<file path="src/rtl/memtest_pkg.sv">
// Shared types and LFSR math for the SDRAM memory-test sequencer.
// ST_HALT exists only when MEMTEST_ERR_HALT_EN is defined.
package memtest_pkg;

  typedef enum logic [2:0] {
    ST_IDLE,
    ST_WRITE,
    ST_READ,
    ST_RWAIT
`ifdef MEMTEST_ERR_HALT_EN
    , ST_HALT
`endif
  } memtest_state_t;

  localparam logic [31:0] LFSR_POLY = 32'h8020_0003;

  // Galois form, shifting right: the bit falling out of bit 0 folds back in through the taps.
  function automatic logic [31:0] lfsr_next(input logic [31:0] s);
    return (s >> 1) ^ (s[0] ? LFSR_POLY : 32'h0);
  endfunction

endpackage

</file>
<file path="src/rtl/memtest_if.sv">
// User-port bundle between the memory-test sequencer (master) and the SDRAM controller (slave).
// Handshake: req/we/addr/wdata hold steady from req rising through the cycle ack is high; a command
// completes only on a cycle with req && ack. rvalid returns one beat per accepted read, in order.
interface memtest_if #(
  parameter int ADDR_W = 24,
  parameter int DATA_W = 16
);
  logic              req;
  logic              we;
  logic [ADDR_W-1:0] addr;
  logic [DATA_W-1:0] wdata;
  logic              ack;
  logic              rvalid;
  logic [DATA_W-1:0] rdata;

  modport master (output req, we, addr, wdata, input ack, rvalid, rdata);
  modport slave  (input req, we, addr, wdata, output ack, rvalid, rdata);
endinterface

</file>
<file path="src/rtl/memtest_lfsr.sv">
// 32-bit pattern generator: load takes priority over advance; holds otherwise.
module memtest_lfsr
  import memtest_pkg::*;
(
  input  logic        clk,
  input  logic        rst,
  input  logic        load,
  input  logic [31:0] seed,
  input  logic        adv,
  output logic [31:0] state
);
  logic [31:0] lfsr_q, lfsr_d;

  always_comb begin
    lfsr_d = lfsr_q;
    if (load)     lfsr_d = seed;
    else if (adv) lfsr_d = lfsr_next(lfsr_q);
  end

  always_ff @(posedge clk or posedge rst) begin
    if (rst) lfsr_q <= 32'h0;
    else     lfsr_q <= lfsr_d;
  end

  assign state = lfsr_q;
endmodule

</file>
<file path="src/rtl/memtest_sequencer.sv">
// Write pass then read-verify pass over 0..LAST_ADDR with a per-pass LFSR pattern.
// Build option MEMTEST_ERR_HALT_EN: freeze in HALT on the first mismatch.
module memtest_sequencer
  import memtest_pkg::*;
#(
  parameter int                ADDR_W    = 24,
  parameter int                DATA_W    = 16,
  parameter logic [ADDR_W-1:0] LAST_ADDR = {ADDR_W{1'b1}},
  parameter logic [31:0]       SEED      = 32'hACE1_2024
) (
  input  logic               clk,
  input  logic               rst,
  input  logic               start,
  input  logic               stop,
  memtest_if.master          bus,
  output logic               busy,
  output logic               error,
  output logic [ADDR_W-1:0]  err_addr,
  output logic [7:0]         err_cnt,
  output logic [3:0]         pass_cnt,
  output memtest_state_t     dbg_state
);
  memtest_state_t    state_q, state_d;
  logic [ADDR_W-1:0] addr_q, addr_d, err_addr_q, err_addr_d;
  logic [7:0]        err_cnt_q, err_cnt_d;
  logic [3:0]        pass_cnt_q, pass_cnt_d;
  logic              error_q, error_d, stop_pend_q, stop_pend_d;
  logic              req_q, req_d, we_q, we_d, busy_q, busy_d;
  logic              lfsr_load, lfsr_adv, rd_bad;
  logic [31:0]       lfsr_seed, lfsr_state;

  memtest_lfsr u_lfsr (
    .clk   (clk),
    .rst   (rst),
    .load  (lfsr_load),
    .seed  (lfsr_seed),
    .adv   (lfsr_adv),
    .state (lfsr_state)
  );

  if (DATA_W < 32) begin : g_hi
    logic unused_lfsr_hi;
    assign unused_lfsr_hi = ^lfsr_state[31:DATA_W];
  end

  assign rd_bad = (bus.rdata != lfsr_state[DATA_W-1:0]);

  always_ff @(posedge clk or posedge rst) begin
    if (rst) begin
      state_q     <= ST_IDLE;
      addr_q      <= '0;
      err_addr_q  <= '0;
      err_cnt_q   <= '0;
      pass_cnt_q  <= '0;
      error_q     <= 1'b0;
      stop_pend_q <= 1'b0;
      req_q       <= 1'b0;
      we_q        <= 1'b0;
      busy_q      <= 1'b0;
    end else begin
      state_q     <= state_d;
      addr_q      <= addr_d;
      err_addr_q  <= err_addr_d;
      err_cnt_q   <= err_cnt_d;
      pass_cnt_q  <= pass_cnt_d;
      error_q     <= error_d;
      stop_pend_q <= stop_pend_d;
      req_q       <= req_d;
      we_q        <= we_d;
      busy_q      <= busy_d;
    end
  end

  always_comb begin
    state_d    = state_q;
    addr_d     = addr_q;
    error_d    = error_q;
    err_addr_d = err_addr_q;
    err_cnt_d  = err_cnt_q;
    pass_cnt_d = pass_cnt_q;
    lfsr_load  = 1'b0;
    lfsr_adv   = 1'b0;
    lfsr_seed  = SEED ^ {28'b0, pass_cnt_q};
    case (state_q)
      ST_IDLE: if (start) begin
        state_d    = ST_WRITE;
        addr_d     = '0;
        error_d    = 1'b0;
        err_addr_d = '0;
        err_cnt_d  = '0;
        pass_cnt_d = '0;
        lfsr_load  = 1'b1;
        lfsr_seed  = SEED;
      end
      ST_WRITE: if (bus.ack) begin
        if (addr_q == LAST_ADDR) begin
          addr_d    = '0;
          lfsr_load = 1'b1;
          state_d   = ST_READ;
        end else begin
          addr_d   = addr_q + ADDR_W'(1);
          lfsr_adv = 1'b1;
        end
      end
      ST_READ: if (bus.ack) state_d = ST_RWAIT;
      ST_RWAIT: if (bus.rvalid) begin
        if (rd_bad) begin
          if (err_cnt_q != 8'hFF) err_cnt_d = err_cnt_q + 8'd1;
          if (!error_q) begin
            error_d    = 1'b1;
            err_addr_d = addr_q;
          end
        end
`ifdef MEMTEST_ERR_HALT_EN
        if (rd_bad && !error_q) state_d = ST_HALT;
        else
`endif
        begin
          lfsr_adv = 1'b1;
          if (addr_q != LAST_ADDR) begin
            addr_d  = addr_q + ADDR_W'(1);
            state_d = ST_READ;
          end else begin
            pass_cnt_d = pass_cnt_q + 4'd1;
            addr_d     = '0;
            if (stop_pend_q || stop) begin
              state_d = ST_IDLE;
            end else begin
              state_d   = ST_WRITE;
              lfsr_load = 1'b1;
              lfsr_seed = SEED ^ {28'b0, pass_cnt_d};
            end
          end
        end
      end
`ifdef MEMTEST_ERR_HALT_EN
      ST_HALT: if (stop) state_d = ST_IDLE;
`endif
      default: state_d = ST_IDLE;
    endcase
    // A stop only counts once running, and is consumed whenever we fall back to IDLE.
    stop_pend_d = stop_pend_q | (stop & (state_q != ST_IDLE));
    if (state_d == ST_IDLE) stop_pend_d = 1'b0;
  end

  always_comb begin
    req_d  = (state_d == ST_WRITE) || (state_d == ST_READ);
    we_d   = (state_d == ST_WRITE);
    busy_d = (state_d != ST_IDLE);
  end

  assign bus.req   = req_q;
  assign bus.we    = we_q;
  assign bus.addr  = addr_q;
  assign bus.wdata = lfsr_state[DATA_W-1:0];
  assign busy      = busy_q;
  assign error     = error_q;
  assign err_addr  = err_addr_q;
  assign err_cnt   = err_cnt_q;
  assign pass_cnt  = pass_cnt_q;
  assign dbg_state = state_q;
endmodule

</file>
<file path="src/flat_wrapper.sv">
// flat-port wrapper written by rule: the top's interface ports become plain ports
module memtest_sequencer_flat import memtest_pkg::*;
#(
  parameter int                ADDR_W    = 24,
  parameter int                DATA_W    = 16,
  parameter logic [ADDR_W-1:0] LAST_ADDR = {ADDR_W{1'b1}},
  parameter logic [31:0]       SEED      = 32'hACE1_2024
)
  (clk, rst, start, stop, busy, error, err_addr, err_cnt, pass_cnt, dbg_state, bus_req, bus_we, bus_addr, bus_wdata, bus_ack, bus_rvalid, bus_rdata);
  memtest_if #(.ADDR_W(ADDR_W), .DATA_W(DATA_W)) bus_i ();
  input  logic clk;
  input  logic rst;
  input  logic start;
  input  logic stop;
  output logic busy;
  output logic error;
  output logic [ADDR_W-1:0] err_addr;
  output logic [7:0] err_cnt;
  output logic [3:0] pass_cnt;
  output memtest_state_t dbg_state;
  output wire logic [$bits(bus_i.req)-1:0] bus_req;
  output wire logic [$bits(bus_i.we)-1:0] bus_we;
  output wire logic [$bits(bus_i.addr)-1:0] bus_addr;
  output wire logic [$bits(bus_i.wdata)-1:0] bus_wdata;
  input wire logic [$bits(bus_i.ack)-1:0] bus_ack;
  input wire logic [$bits(bus_i.rvalid)-1:0] bus_rvalid;
  input wire logic [$bits(bus_i.rdata)-1:0] bus_rdata;
  assign bus_req = bus_i.req;
  assign bus_we = bus_i.we;
  assign bus_addr = bus_i.addr;
  assign bus_wdata = bus_i.wdata;
  assign bus_i.ack = bus_ack;
  assign bus_i.rvalid = bus_rvalid;
  assign bus_i.rdata = bus_rdata;
  memtest_sequencer #(.ADDR_W(ADDR_W), .DATA_W(DATA_W), .LAST_ADDR(LAST_ADDR), .SEED(SEED)) u_core (.clk(clk), .rst(rst), .start(start), .stop(stop), .bus(bus_i), .busy(busy), .error(error), .err_addr(err_addr), .err_cnt(err_cnt), .pass_cnt(pass_cnt), .dbg_state(dbg_state));
endmodule
</file>
<file path="config.mk">
export PLATFORM = sky130hd
export DESIGN_NAME = memtest_sequencer_flat
export DESIGN_NICKNAME = d
export VERILOG_FILES = /design/src/rtl/memtest_pkg.sv /design/src/rtl/memtest_if.sv /design/src/rtl/memtest_lfsr.sv /design/src/rtl/memtest_sequencer.sv /design/src/flat_wrapper.sv
export SDC_FILE = /design/constraint.sdc
export NUM_CORES = 1
export LEC_CHECK = 0
export ABC_AREA = 0
export BUFFER_PORTS_ARGS = -buffer_cell sky130_fd_sc_hd__buf_2
export CAP_MARGIN = 20
export CORE_ASPECT_RATIO = 0.9
export CORE_UTILIZATION = 45
export CTS_BUF_LIST = sky130_fd_sc_hd__clkbuf_2 sky130_fd_sc_hd__clkbuf_4 sky130_fd_sc_hd__clkbuf_8
export CTS_CLUSTER_DIAMETER = 50
export CTS_CLUSTER_SIZE = 12
export DETAILED_ROUTE_END_ITERATION = 7
export PLACE_DENSITY = 0.68
export REMOVE_ABC_BUFFERS = 1
export SLEW_MARGIN = 40
export SYNTH_ARGS = -nofsm -noshare
export SYNTH_HDL_FRONTEND = slang
export SYNTH_SLANG_ARGS = --single-unit
</file>
<file path="constraint.sdc">
create_clock -name clk -period 8.1 [get_ports clk]
set_clock_uncertainty 0.1 [all_clocks]
set_input_delay 0.81 -clock clk [delete_from_list [all_inputs] [get_ports clk]]
set_output_delay 0.81 -clock clk [all_outputs]
set_load 0.05 [all_outputs]
</file>
Word-level counts from Yosys, hierarchy flattened
Cells that the tools add are included.
{ "word_totals": {"regBits": 100, "input_bits": 22, "out_inout_bits": 83, "word_cells": 100} }
{ "classes": {"add_sub_neg": 3, "eq_ne": 16, "muxes": 51, "bitwise_logic": 5, "reduce_logical": 14} }
{ "ops": {"columns": ["op", "n"], "rows": [
  ["$mux 32", 7],
  ["$mux 24", 8],
  ["$pmux 24 s3", 1],
  ["$pmux 32 s2", 1],
  ["$pmux 24 s2", 1],
  ["$mux 8", 4],
  ["$xor 31x32->32", 1],
  ["$add 24x1->24 const B", 1],
  ["$eq 24x24->1 const B", 1],
  ["$ne 24x24->1 const B", 1],
  ["$not 1->11", 2],
  ["$mux 3", 6],
  ["$ne 16x16->1", 1],
  ["$pmux 8 s2", 1],
  ["$mux 1", 14],
  ["$mux 4", 3],
  ["$pmux 3 s4", 1],
  ["$reduce_and 4->1", 3],
  ["$ne 2x2->1 const B", 5],
  ["$reduce_and 5->1", 2],
  ["$eq 3x2->1 const B", 3],
  ["$reduce_bool 3->1", 3],
  ["$add 8x1->8 const B", 1],
  ["$ne 8x8->1 const B", 1],
  ["11 further kinds", 17]
]} }

Logic depth before layout (Yosys ltp)
Gate-level depths: netlist of the first run.
{ "depth": {"depth_word": 7, "mapped_depth": 10} }

Cells and area by module
A second synthesis of the first run with hierarchy kept.
{ "hier_totals": {"hier_cells": 498, "hier_area_um2": 5092.4} }
{ "modules_own_cells": {"columns": ["module", "instances", "cells_each", "area_per_inst_um2", "seq_area_each_um2"], "rows": [
  ["memtest_sequencer", 1, 354, 3559.7, 1701.6],
  ["memtest_lfsr", 1, 144, 1532.7, 800.8]
]} }

Worst setup path after synthesis of the first run
OpenSTA, ideal clock, no wires.
{ "synth_timing": {"path_type": "reg2reg", "startpoint": "reg u_core.addr_q[0], in the netlist u_core.bus.addr[0]", "endpoint": "reg u_core.u_lfsr.lfsr_q[3], in the netlist u_core.u_lfsr.state[3]", "arrival_ps": 2418, "path_slack_ps": 5452, "stages_incl_launch_ff": 10, "n_path_buf": 2, "period_less_slack_ps": 2648, "cell_sequence": "dfrtp_1 -> ha_1 -> buf_2 -> nand4_1 -> nor4_4 -> nand2_2 -> buf_6 -> or3_1 -> a31oi_1 -> a22oi_1"} }
{ "synth_via": {"elab_chain_cells": 5} }
{ "synth_lines": {"columns": ["element", "line", "source"], "rows": [
  ["start, declared", "memtest_sequencer.sv:24", "logic [ADDR_W-1:0] addr_q, addr_d, err_addr_q, err_addr_d;"],
  ["start signal, assigned", "memtest_sequencer.sv:62", "addr_q <= addr_d;"],
  ["$ne 24x24->1 / $eq 24x24->1 (equally long branches)", "memtest_sequencer.sv:120, memtest_sequencer.sv:96", null],
  ["$mux 1, or another cell as far along", "memtest_sequencer.sv:120", "if (addr_q != LAST_ADDR) begin"],
  ["$mux 1, or another cell as far along", "memtest_sequencer.sv:106", "ST_RWAIT: if (bus.rvalid) begin"],
  ["$pmux 1 s3, or another cell as far along", "memtest_sequencer.sv:84", "case (state_q)"],
  ["$mux 32 / $reduce_bool 2->1 (equally long branches)", null, null],
  ["end signal, assigned", "memtest_lfsr.sv:22", "else lfsr_q <= lfsr_d;"],
  ["end, declared", "memtest_lfsr.sv:12", "logic [31:0] lfsr_q, lfsr_d;"]
]} }
Parallel ways exist; a longest one is shown, timed or not.
A chain may end at the register's enable or synchronous reset.

Final worst setup path of the first run
{ "layout_timing": {"startpoint": "reg u_core.addr_q[0], in the netlist u_core.bus.addr[0]", "endpoint": "reg u_core.u_lfsr.lfsr_q[0], in the netlist u_core.u_lfsr.state[0]"} }
Same word-level chain as after synthesis.

==> results of run 1 <==
[stage by stage]
step | utilization [%] | area, um2
6_report | 52.9 | 5790
5_1_grt | 52.9 | 5790
4_1_cts | 52.8 | 5780
3_5_place_dp | 51.2 | 5600
3_3_place_gp | 51.1 | 5590
2_1_floorplan | - | 4850
[state kept, by name (all words and copies together) (netlist names), 3 cells and up]
name	cells
u_core.bus.addr	24
u_core.err_cnt	8
u_core.err_addr	24
u_core.dbg_state	3
u_core.u_lfsr.state	32
u_core.pass_cnt	4
[power groups by stage]
stage / clock (mW) / combinational [mW] / sequential [mW]
finish: 0.301 / 0.161 / 0.551
global route: 0.330 / 0.178 / 0.555
CTS: 0.307 / 0.163 / 0.550
detailed placement: 0 / 0.163 / 0.560
global placement: 0 / 0.159 / 0.559
floorplan: 0 / 0.0721 / 0.603
[worst max-delay path, delay by kind of cell, from the launching register on]
kind            cells  cell delay [ps]
fa+ha+maj           1              360
compound gates      3             1000
simple gates        3              930
flops               1              440
[per-layer routing]
layer | track usage, % | up-vias
met1 | 28.3 | 1950
met5 | 0 | -
met2 | 32.3 | 87
li1 | - | 1985
met4 | 3.80 | 0
met3 | 5.70 | 7
[worst max path at each step]
stage,from,to,slack (ps),depth (start not counted)
floorplan,rst,u_core.bus.addr[0],4570,1
global placement,u_core.dbg_state[0],u_core.err_addr[3],5060,7
detailed placement,bus_rdata[14],u_core.err_addr[7],5060,8
CTS,u_core.bus.addr[0],u_core.u_lfsr.state[0],5180,7
global route,u_core.bus.addr[0],u_core.u_lfsr.state[0],4850,7
finish,u_core.bus.addr[0],u_core.u_lfsr.state[0],5170,7
[cells by family (layout without fill, tap and decap cells)]
family                     count (synthesis)  in the layout  share of synthesized area (%)
and+or+nand+nor                          240            240                           21.5
xor gates and xnor gates                  41             41                           7.04
buffers and inverters                     77            157                           7.43
muxes                                     29             29                           5.69
adders and majority gates                  3              3                          0.736
other                                      1              1                         0.0735
DFF                                      100            100                           49.1
AOI/OAI and AO/OA                         66             66                           8.44
[layout by cell type (no fill, tap or decap), types with 9 or more instances in the layout]
master and instances:
buf_2 104, nand3_1 28, nor3_1 9, nand4_1 12, mux2i_1 29, clkbuf_8 9
xor2_1 32, nor2_1 42, xnor2_1 9, nand2_1 113, dfrtp_1 100, inv_1 31
a21oi_1 29
[area by class of cell]
class                      instances  area [um2]
clock buffer                       9         124
clock inverter                     7        56.3
fill                            1016        5160
inverter                          33         128
multi-input combinational        380        2230
sequential                       100        2500
tap                              152         190
timing repair buffer             108         554
==> summary.txt, run 1 <==
Outcome
  • Outcome: completed

Power
  • P_sw: 0.324 mW
  • Clk network pwr share: 29.7%
  • Comb pwr share: 15.9%
  • Maximum VDD drop: 0.108 mV
  • Total power: 1.01 mW
  • Internal: 0.689 mW
  • Sequential share of power: 54.4%
  • Switching share of power: 32.0%
  • Pleak: 2.96 nW
  • PD cells: 175 mW/mm2

Clock network
  • Clk_lat worst skew: 370 ps
  • # hold bufs at CTS: 0
  • CTS Sinks: 100
  • H-tree depth: 3
  • # resized after CTS: 0
  • Setup Buffers After CTS: 0
  • CTS tree: built
  • Root Buffer: clkbuf_8
  • TritonCTS Buffers: 9
  • Clk pin slew, worst setup/hold paths: 110 ps
  • Clock tree buffer depth: 2

Yosys
  • Yosys reg bits: 100
  • Mean Syn Cell Area: 9.16 um2
  • Most numerous cell in the Yosys netlist: nand2_1
  • Post-synth EDFFs: 0
  • Syn. warnings: 0
  • Yosys cell types: 51
  • Ys flop type: dfrtp_1
  • Post-synthesis sequential area ratio: 49.1%
  • Share of the synthesized area in the top cell type: 49.1%
  • Mapped Cells: 557
  • Post-synthesis async set-or-reset flop share: 100%
  • Post-synth top cells: 113 x nand2_1, 100 x dfrtp_1, 43 x nor2_1
  • Largest area contributor in the netlist: dfrtp_1
  • Synth area leaders: dfrtp_1 49%, nand2_1 8.3%, mux2i_1 5.7%
  • Mapped Area: 0.00510 mm2

Worst setup path
  • Critical path required time: 8260 ps
  • CP Launch Type: flop
  • Crit. End Element: flop
  • CP max FO: 24
  • Internal reg-to-reg setup slack: 5170 ps
  • Reg-to-Reg End: u_core.u_lfsr.state[0]
  • Worst-path cell chain: ha_1 > nand4_1 > nor4_4 > nand2_2 > o21ai_4 > o311ai_0 > o31a_1
  • Reg2Reg Depth: 7
  • Arr. time, crit path: 3090 ps
  • Critical path class: reg2reg
  • CP max stage delay: 570 ps
  • Critical-path top delay cell: o21ai_4
  • Critical R2R Launch: u_core.bus.addr[0]

Routing
  • Highest routed metal layer: met4
  • M1 WL: 5.32 mm
  • Iteration-0 DRC Markers: 239
  • Routed wire length: 11.3 mm
  • Wire per inst: 14.3 um
  • DRC: 0
  • DR vias/cell: 5.11
  • Met3 Wirelength: 632 um
  • Vias: 4029
  • Detailed Routing Iterations Pass 1: 4
  • Met2 wire length: 5.24 mm
  • DRT antenna net count: 0

Cells and area
  • Antenna diode count: 0
  • Non-Filler Instances: 789
  • Fin nets: 657
  • Layout cells sized above 1: 22.6%
  • Area Growth Syn to Fin: 13.4%

Placed design
  • DP Wirelength: 7.80 mm
  • Worst slack at placement: 5060 ps
  • Port Buffers: 104
  • Placed cell count: 773
  • Routability cong.: 0.904

Job
  • Max Cap Violations: 0

Timing
  • Final Cycle Share: 36.2%
  • Final setup margin: 5170 ps
  • Final period demand of the worst path: 2930 ps
  • Hold_ws: 347 ps
  • Slew headroom: 54.8%
  • Slew @ Worst Pin: 678 ps
  • Final count of pins violating max slew: 0
  • Finish-stage setup viols: 0
  • RSZ-0062 raised after global routing: false
  • Fin Setup TNS: 0 ps
  • Endpoints failing hold: 0
  • Fmax: 341 MHz

Global routing
  • Initial antenna violation count: 0
  • Number of global-route vias before repair: 3800
  • Gr usage total: 20.4%
  • Largest net degree at the start of global routing: 65
  • First-pass GRT wire length: 18.8 mm
  • GRT overflow: 0

Floorplanning
  • Core Footprint: 0.0109 mm2
  • Rows: 36
  • Initial Util: 46.6%
  • DIE HEIGHT: 103 um
  • Die width: 114 um
  • Top Ports: 105
  • Die area: 0.0118 mm2

Worst hold path
  • Hold Crit Class: in2async
Note: power is estimated with default switching activity, not from simulation.
==> run 2, diff against run 1 <==
==> constraint.sdc (replaced) <==
create_clock -name clk -period 3 [get_ports clk]
set_clock_uncertainty 0.1 [all_clocks]
set_input_delay 0.3 -clock clk [delete_from_list [all_inputs] [get_ports clk]]
set_output_delay 0.3 -clock clk [all_outputs]
set_load 0.05 [all_outputs]
==> run 2 against run 1 <==
  * Global-route usage is 0.17 points higher
  * Fmax is 8.3% higher
  * First-iteration DRC count is 27% lower
  * Register-to-register slack worse by 4900 ps
  * Critical path type unchanged
  * Highest routed layer unchanged
==> summary.txt, run 2 (synthesis gave the netlist of run 1 again) <==
Placed design
  • DP Wirelength: 7.85 mm
  • Placed cell count: 780
  • Worst slack at placement: 334 ps
  • Area of placed instances: 0.00565 mm2
  • Port Buffers: 104
  • Routability cong.: 0.840

Worst setup path
  • Crit. End Element: flop
  • Critical path required time: 3160 ps
  • CP Launch Type: flop
  • Arr. time, crit path: 2860 ps
  • Critical path class: reg2reg
  • CP max FO: 24

Worst hold path
  • Hold Crit Class: in2reg

Clock network
  • CTS Sinks: 100
  • CTS tree: built
  • H-tree depth: 3
  • # resized after CTS: 0
  • Setup Buffers After CTS: 0
  • # hold bufs at CTS: 1
  • TritonCTS Buffers: 9
  • Clk pin slew, worst setup/hold paths: 100 ps
  • Clock tree buffer depth: 2
  • Clk_lat worst skew: 370 ps
  • Root Buffer: clkbuf_8

Routing
  • DRC: 0
  • DR vias/cell: 5.13
  • Detailed Routing Iterations Pass 1: 5
  • Iteration-0 DRC Markers: 175
  • Routed wire length: 11.3 mm
  • DRT antenna net count: 0
  • Wire per inst: 14.2 um
  • Vias: 4090

Global routing
  • Gr usage total: 20.5%
  • Largest net degree at the start of global routing: 77
  • Initial antenna violation count: 0
  • Number of global-route vias before repair: 3775
  • First-pass GRT wire length: 18.9 mm
  • GRT overflow: 0

Floorplanning
  • Initial Util: 46.6%
  • Core Footprint: 0.0109 mm2
  • DIE HEIGHT: 103 um
  • Top Ports: 105
  • Rows: 36
  • Die width: 114 um
  • Die area: 0.0118 mm2

Power
  • PD cells: 470 mW/mm2
  • Pleak: 2.99 nW
  • Maximum VDD drop: 0.248 mV

Cells and area
  • Layout cells sized above 1: 23.1%
  • Most frequent cells in the layout: 113 x nand2_1, 104 x buf_2, 100 x dfrtp_1, 43 x nor2_1, 32 x xor2_1
  • Max FFs per register: 32
  • Non-Filler Instances: 797
  • Commonest non-fill, non-tap cell in the layout: nand2_1
  • Design Area, Final: 0.00584 mm2
  • Antenna diode count: 0
  • Filler cells: 1022
  • Fin nets: 665
  • Area Growth Syn to Fin: 14.5%
  • Core Util, Final: 53.4%

Timing
  • Fmax: 370 MHz
  • Final period demand of the worst path: 2700 ps
  • Final setup margin: 295 ps
  • Final count of pins violating max slew: 0
  • Slew @ Worst Pin: 674 ps
  • Endpoints failing hold: 0
  • Finish-stage setup viols: 0
  • RSZ-0062 raised after global routing: false
  • Final Cycle Share: 90.2%
  • Slew headroom: 55.1%

Outcome
  • Outcome: completed

Job
  • Max Cap Violations: 0
## run 2: changes by cell type in the layout (fill, tap and decap cells not counted), sizes merged
| cell | change |
|---|---|
| buf | +7 |
| inv | -2 |
| dlygate4sd3 | +1 |
| clkinvlp | +2 |
## run 2: critical path: stages (launching register included)
cell	delay [ps]
dfrtp_1	440
ha_1	350
nand4_1	190
nor4_4	460
nand2_2	250
o21ai_2	180
buf_4	280
o311ai_0	190
o31a_1	140
## run 2: final timing paths
path,from,end,slack (ps),cells past startpoint
worst max-delay path,u_core.bus.addr[0],u_core.u_lfsr.state[0],300,8
worst min-delay path,stop,u_core.stop_pend_q,160,3
worst max register to register,u_core.bus.addr[0],u_core.u_lfsr.state[0],300,8
worst min register to register,u_core.u_lfsr.state[27],u_core.u_lfsr.state[26],410,2
max in group asynchronous,rst,u_core.u_lfsr.state[6],1610,4
min in group asynchronous,rst,u_core.err_addr[23],480,3
## run 2: area by class of cell
type	count	area [um2]	share of cell area, %
Clock inverter	7	60.1	1.03
Multi-Input combinational cell	380	2220	38.0
Timing Repair Buffer	116	613	10.5
Inverter	33	130	2.23
Sequential cell	100	2500	42.8
Clock buffer	9	124	2.12
Tap cell	152	190	3.26
## run 2: per-layer routing
layer / wire, um / global-route usage (%) / up-vias
met3: 532 / 4.64 / 13
met2: 5230 / 31.9 / 82
met4: 131 / 5.89 / 0
met1: 5430 / 29.0 / 2002
li1: - / - / 1993
met5: 0 / 0 / -
## run 2: stage by stage
stage / TNS, ps / power [mW] / hold WS, ps
after global placement: 0 / 1.95 / 376
after detailed placement: 0 / 1.96 / 365
after CTS: 0 / 2.77 / 140
final: 0 / 2.74 / 160
after floorplan: -9510 / 1.82 / 364
after global routing: 0 / 2.88 / 140
## run 2: report_power, final
| group | switching [mW] | total, mW | internal, mW |
|---|---|---|---|
| sequential | 0.0653 | 1.48 | 1.42 |
| combinational | 0.312 | 0.450 | 0.138 |
| clock | 0.498 | 0.811 | 0.313 |
==> run 3, diff against run 2 <==
--- a/config.mk
+++ b/config.mk
@@ -7,7 +7,6 @@
 export LEC_CHECK = 0
 export ABC_AREA = 0
 export BUFFER_PORTS_ARGS = -buffer_cell sky130_fd_sc_hd__buf_2
-export CAP_MARGIN = 20
 export CORE_ASPECT_RATIO = 0.9
 export CORE_UTILIZATION = 45
 export CTS_BUF_LIST = sky130_fd_sc_hd__clkbuf_2 sky130_fd_sc_hd__clkbuf_4 sky130_fd_sc_hd__clkbuf_8
==> constraint.sdc (replaced) <==
create_clock -name clk -period 3 [get_ports clk]
set_clock_uncertainty 0.1 [all_clocks]
set_input_delay 0.15 -clock clk [delete_from_list [all_inputs] [get_ports clk]]
set_output_delay 0.15 -clock clk [all_outputs]
set_load 0.05 [all_outputs]
==> run 3 against run 2 <==
  * Sequential share of layout area is 0.21 points lower
  * Worst setup slack lost 37 ps
  * Fmax decreased by 1.4%
  * Non-clock buffer count is 2 higher
  * Largest power group unchanged
  * Clock power rose by 4.3%
  * Global-route usage down 0.20 points
  * First-iteration DRC count down 15%
==> summary.txt, run 3 (synthesis gave the netlist of run 1 again) <==
Outcome
  • Outcome: completed

Power
  • Pleak: 3.02 nW
  • Total power: 2.78 mW
  • Maximum VDD drop: 0.332 mV
  • PD cells: 474 mW/mm2

Cells and area
  • Max FFs per register: 32
  • Area Growth Syn to Fin: 15.1%
  • Antenna diode count: 0
  • Filler cells: 1012
  • Layout cells sized above 1: 23.2%
  • Fin nets: 667
  • Non-Filler Instances: 799
  • Area of the multi-input gates: 0.00222 mm2
  • Commonest non-fill, non-tap cell in the layout: nand2_1
  • Reg area: 0.00250 mm2
  • Most frequent cells in the layout: 113 x nand2_1, 104 x buf_2, 100 x dfrtp_1, 43 x nor2_1, 32 x xor2_1

Global routing
  • Largest net degree at the start of global routing: 81
  • First-pass GRT wire length: 18.6 mm
  • Number of global-route vias before repair: 3845
  • GRT overflow: 0
  • Gr usage total: 20.3%
  • Initial antenna violation count: 0

Clock network
  • CTS tree: built
  • H-tree depth: 3
  • CTS Sinks: 100
  • # hold bufs at CTS: 2
  • Clk pin slew, worst setup/hold paths: 100 ps
  • # resized after CTS: 0
  • Clock tree buffer depth: 2
  • Clk_lat worst skew: 380 ps
  • Root Buffer: clkbuf_8
  • TritonCTS Buffers: 9
  • Setup Buffers After CTS: 0

Worst setup path
  • Critical-path top delay cell: o21ai_2
  • Arr. time, crit path: 2920 ps
  • CP max FO: 13
  • CP max stage delay: 490 ps
  • CP Launch Type: flop
  • Critical path class: reg2reg
  • Crit. End Element: flop
  • Critical path required time: 3180 ps
  • Worst-path cell chain: ha_1 > nand4_1 > nor4_4 > nand2_2 > o21ai_2 > o311ai_0 > o31a_1

Routing
  • DR vias/cell: 5.15
  • DRT antenna net count: 0
  • Routed wire length: 11.4 mm
  • Iteration-0 DRC Markers: 148
  • Met2 wire length: 5.31 mm
  • Detailed Routing Iterations Pass 1: 5
  • M1 WL: 5.31 mm
  • Wire per inst: 14.2 um
  • Highest routed metal layer: met4
  • Vias: 4112
  • DRC: 0
  • Met3 Wirelength: 570 um

Timing
  • Final period demand of the worst path: 2740 ps
  • Hold_ws: 80.4 ps
  • Finish-stage setup viols: 0
  • Final setup margin: 258 ps
  • Slew headroom: 52.8%
  • Endpoints failing hold: 0
  • Fmax: 365 MHz
  • Final count of pins violating max slew: 0
  • Final Cycle Share: 91.4%
  • Slew @ Worst Pin: 709 ps
  • RSZ-0062 raised after global routing: false
  • Fin Setup TNS: 0 ps

Floorplanning
  • Initial Util: 46.6%
  • Rows: 36
  • Die width: 114 um
  • Die area: 0.0118 mm2
  • DIE HEIGHT: 103 um
  • Core Footprint: 0.0109 mm2
  • Top Ports: 105

Job
  • Max Cap Violations: 0

Placed design
  • Routability cong.: 0.827
  • Port Buffers: 104
  • DP Wirelength: 8.01 mm
  • Placed cell count: 781
  • Worst slack at placement: 285 ps

Worst hold path
  • Hold Crit Class: in2reg
run 3: path summary, 6_finish.rpt:
| check | startpoint | to | slack, ps | cells past startpoint |
|---|---|---|---|---|
| hold reg to reg | u_core.u_lfsr.state[30] | u_core.u_lfsr.state[29] | 400 | 2 |
| max in group asynchronous | rst | u_core.u_lfsr.state[4] | 1720 | 4 |
| setup reg to reg | u_core.bus.addr[1] | u_core.u_lfsr.state[0] | 260 | 7 |
| hold / removal | bus_rvalid | u_core.pass_cnt[2] | 80 | 4 |
| min in group asynchronous | rst | u_core.err_addr[21] | 340 | 3 |
| setup / recovery | u_core.bus.addr[1] | u_core.u_lfsr.state[0] | 260 | 7 |
run 3: area by class of cell:
class	count	area share, %
sequential	100	42.6
multi-input combinational	380	37.8
timing repair buffer	118	10.7
tap	152	3.24
clock buffer	12	2.81
inverter	33	2.22
clock inverter	4	0.512
run 3: layer usage:
layer / track usage (%) / vias to the layer above
met5: 0 / -
met4: 7.29 / 0
met3: 4.59 / 14
met2: 31.9 / 103
met1: 27.9 / 1982
li1: - / 2013
run 3: through the flow:
| step | cell area [um2] | utilization [%] |
|---|---|---|
| 6_report | 5870 | 53.6 |
| 5_1_grt | 5870 | 53.6 |
| 4_1_cts | 5870 | 53.6 |
| 3_5_place_dp | 5650 | 51.7 |
| 3_3_place_gp | 5650 | 51.6 |
| 2_1_floorplan | 4850 | - |
run 3: critical path, delay by kind of cell (launching register included):
family	cells	cell delay (ps)
AO/OA/AOI/OAI	3	900
adder cells (fa/ha/maj)	1	340
flip-flops	1	420
AND/OR/NAND/NOR	3	870
run 3: where the power goes:
part           switching [mW]  total [mW]  internal, mW  leakage, nW
clock                   0.472       0.846         0.375       0.0994
sequential             0.0667        1.48          1.42         1.34
combinational           0.314       0.454         0.140         1.58
total                   0.853        2.78          1.93         3.02
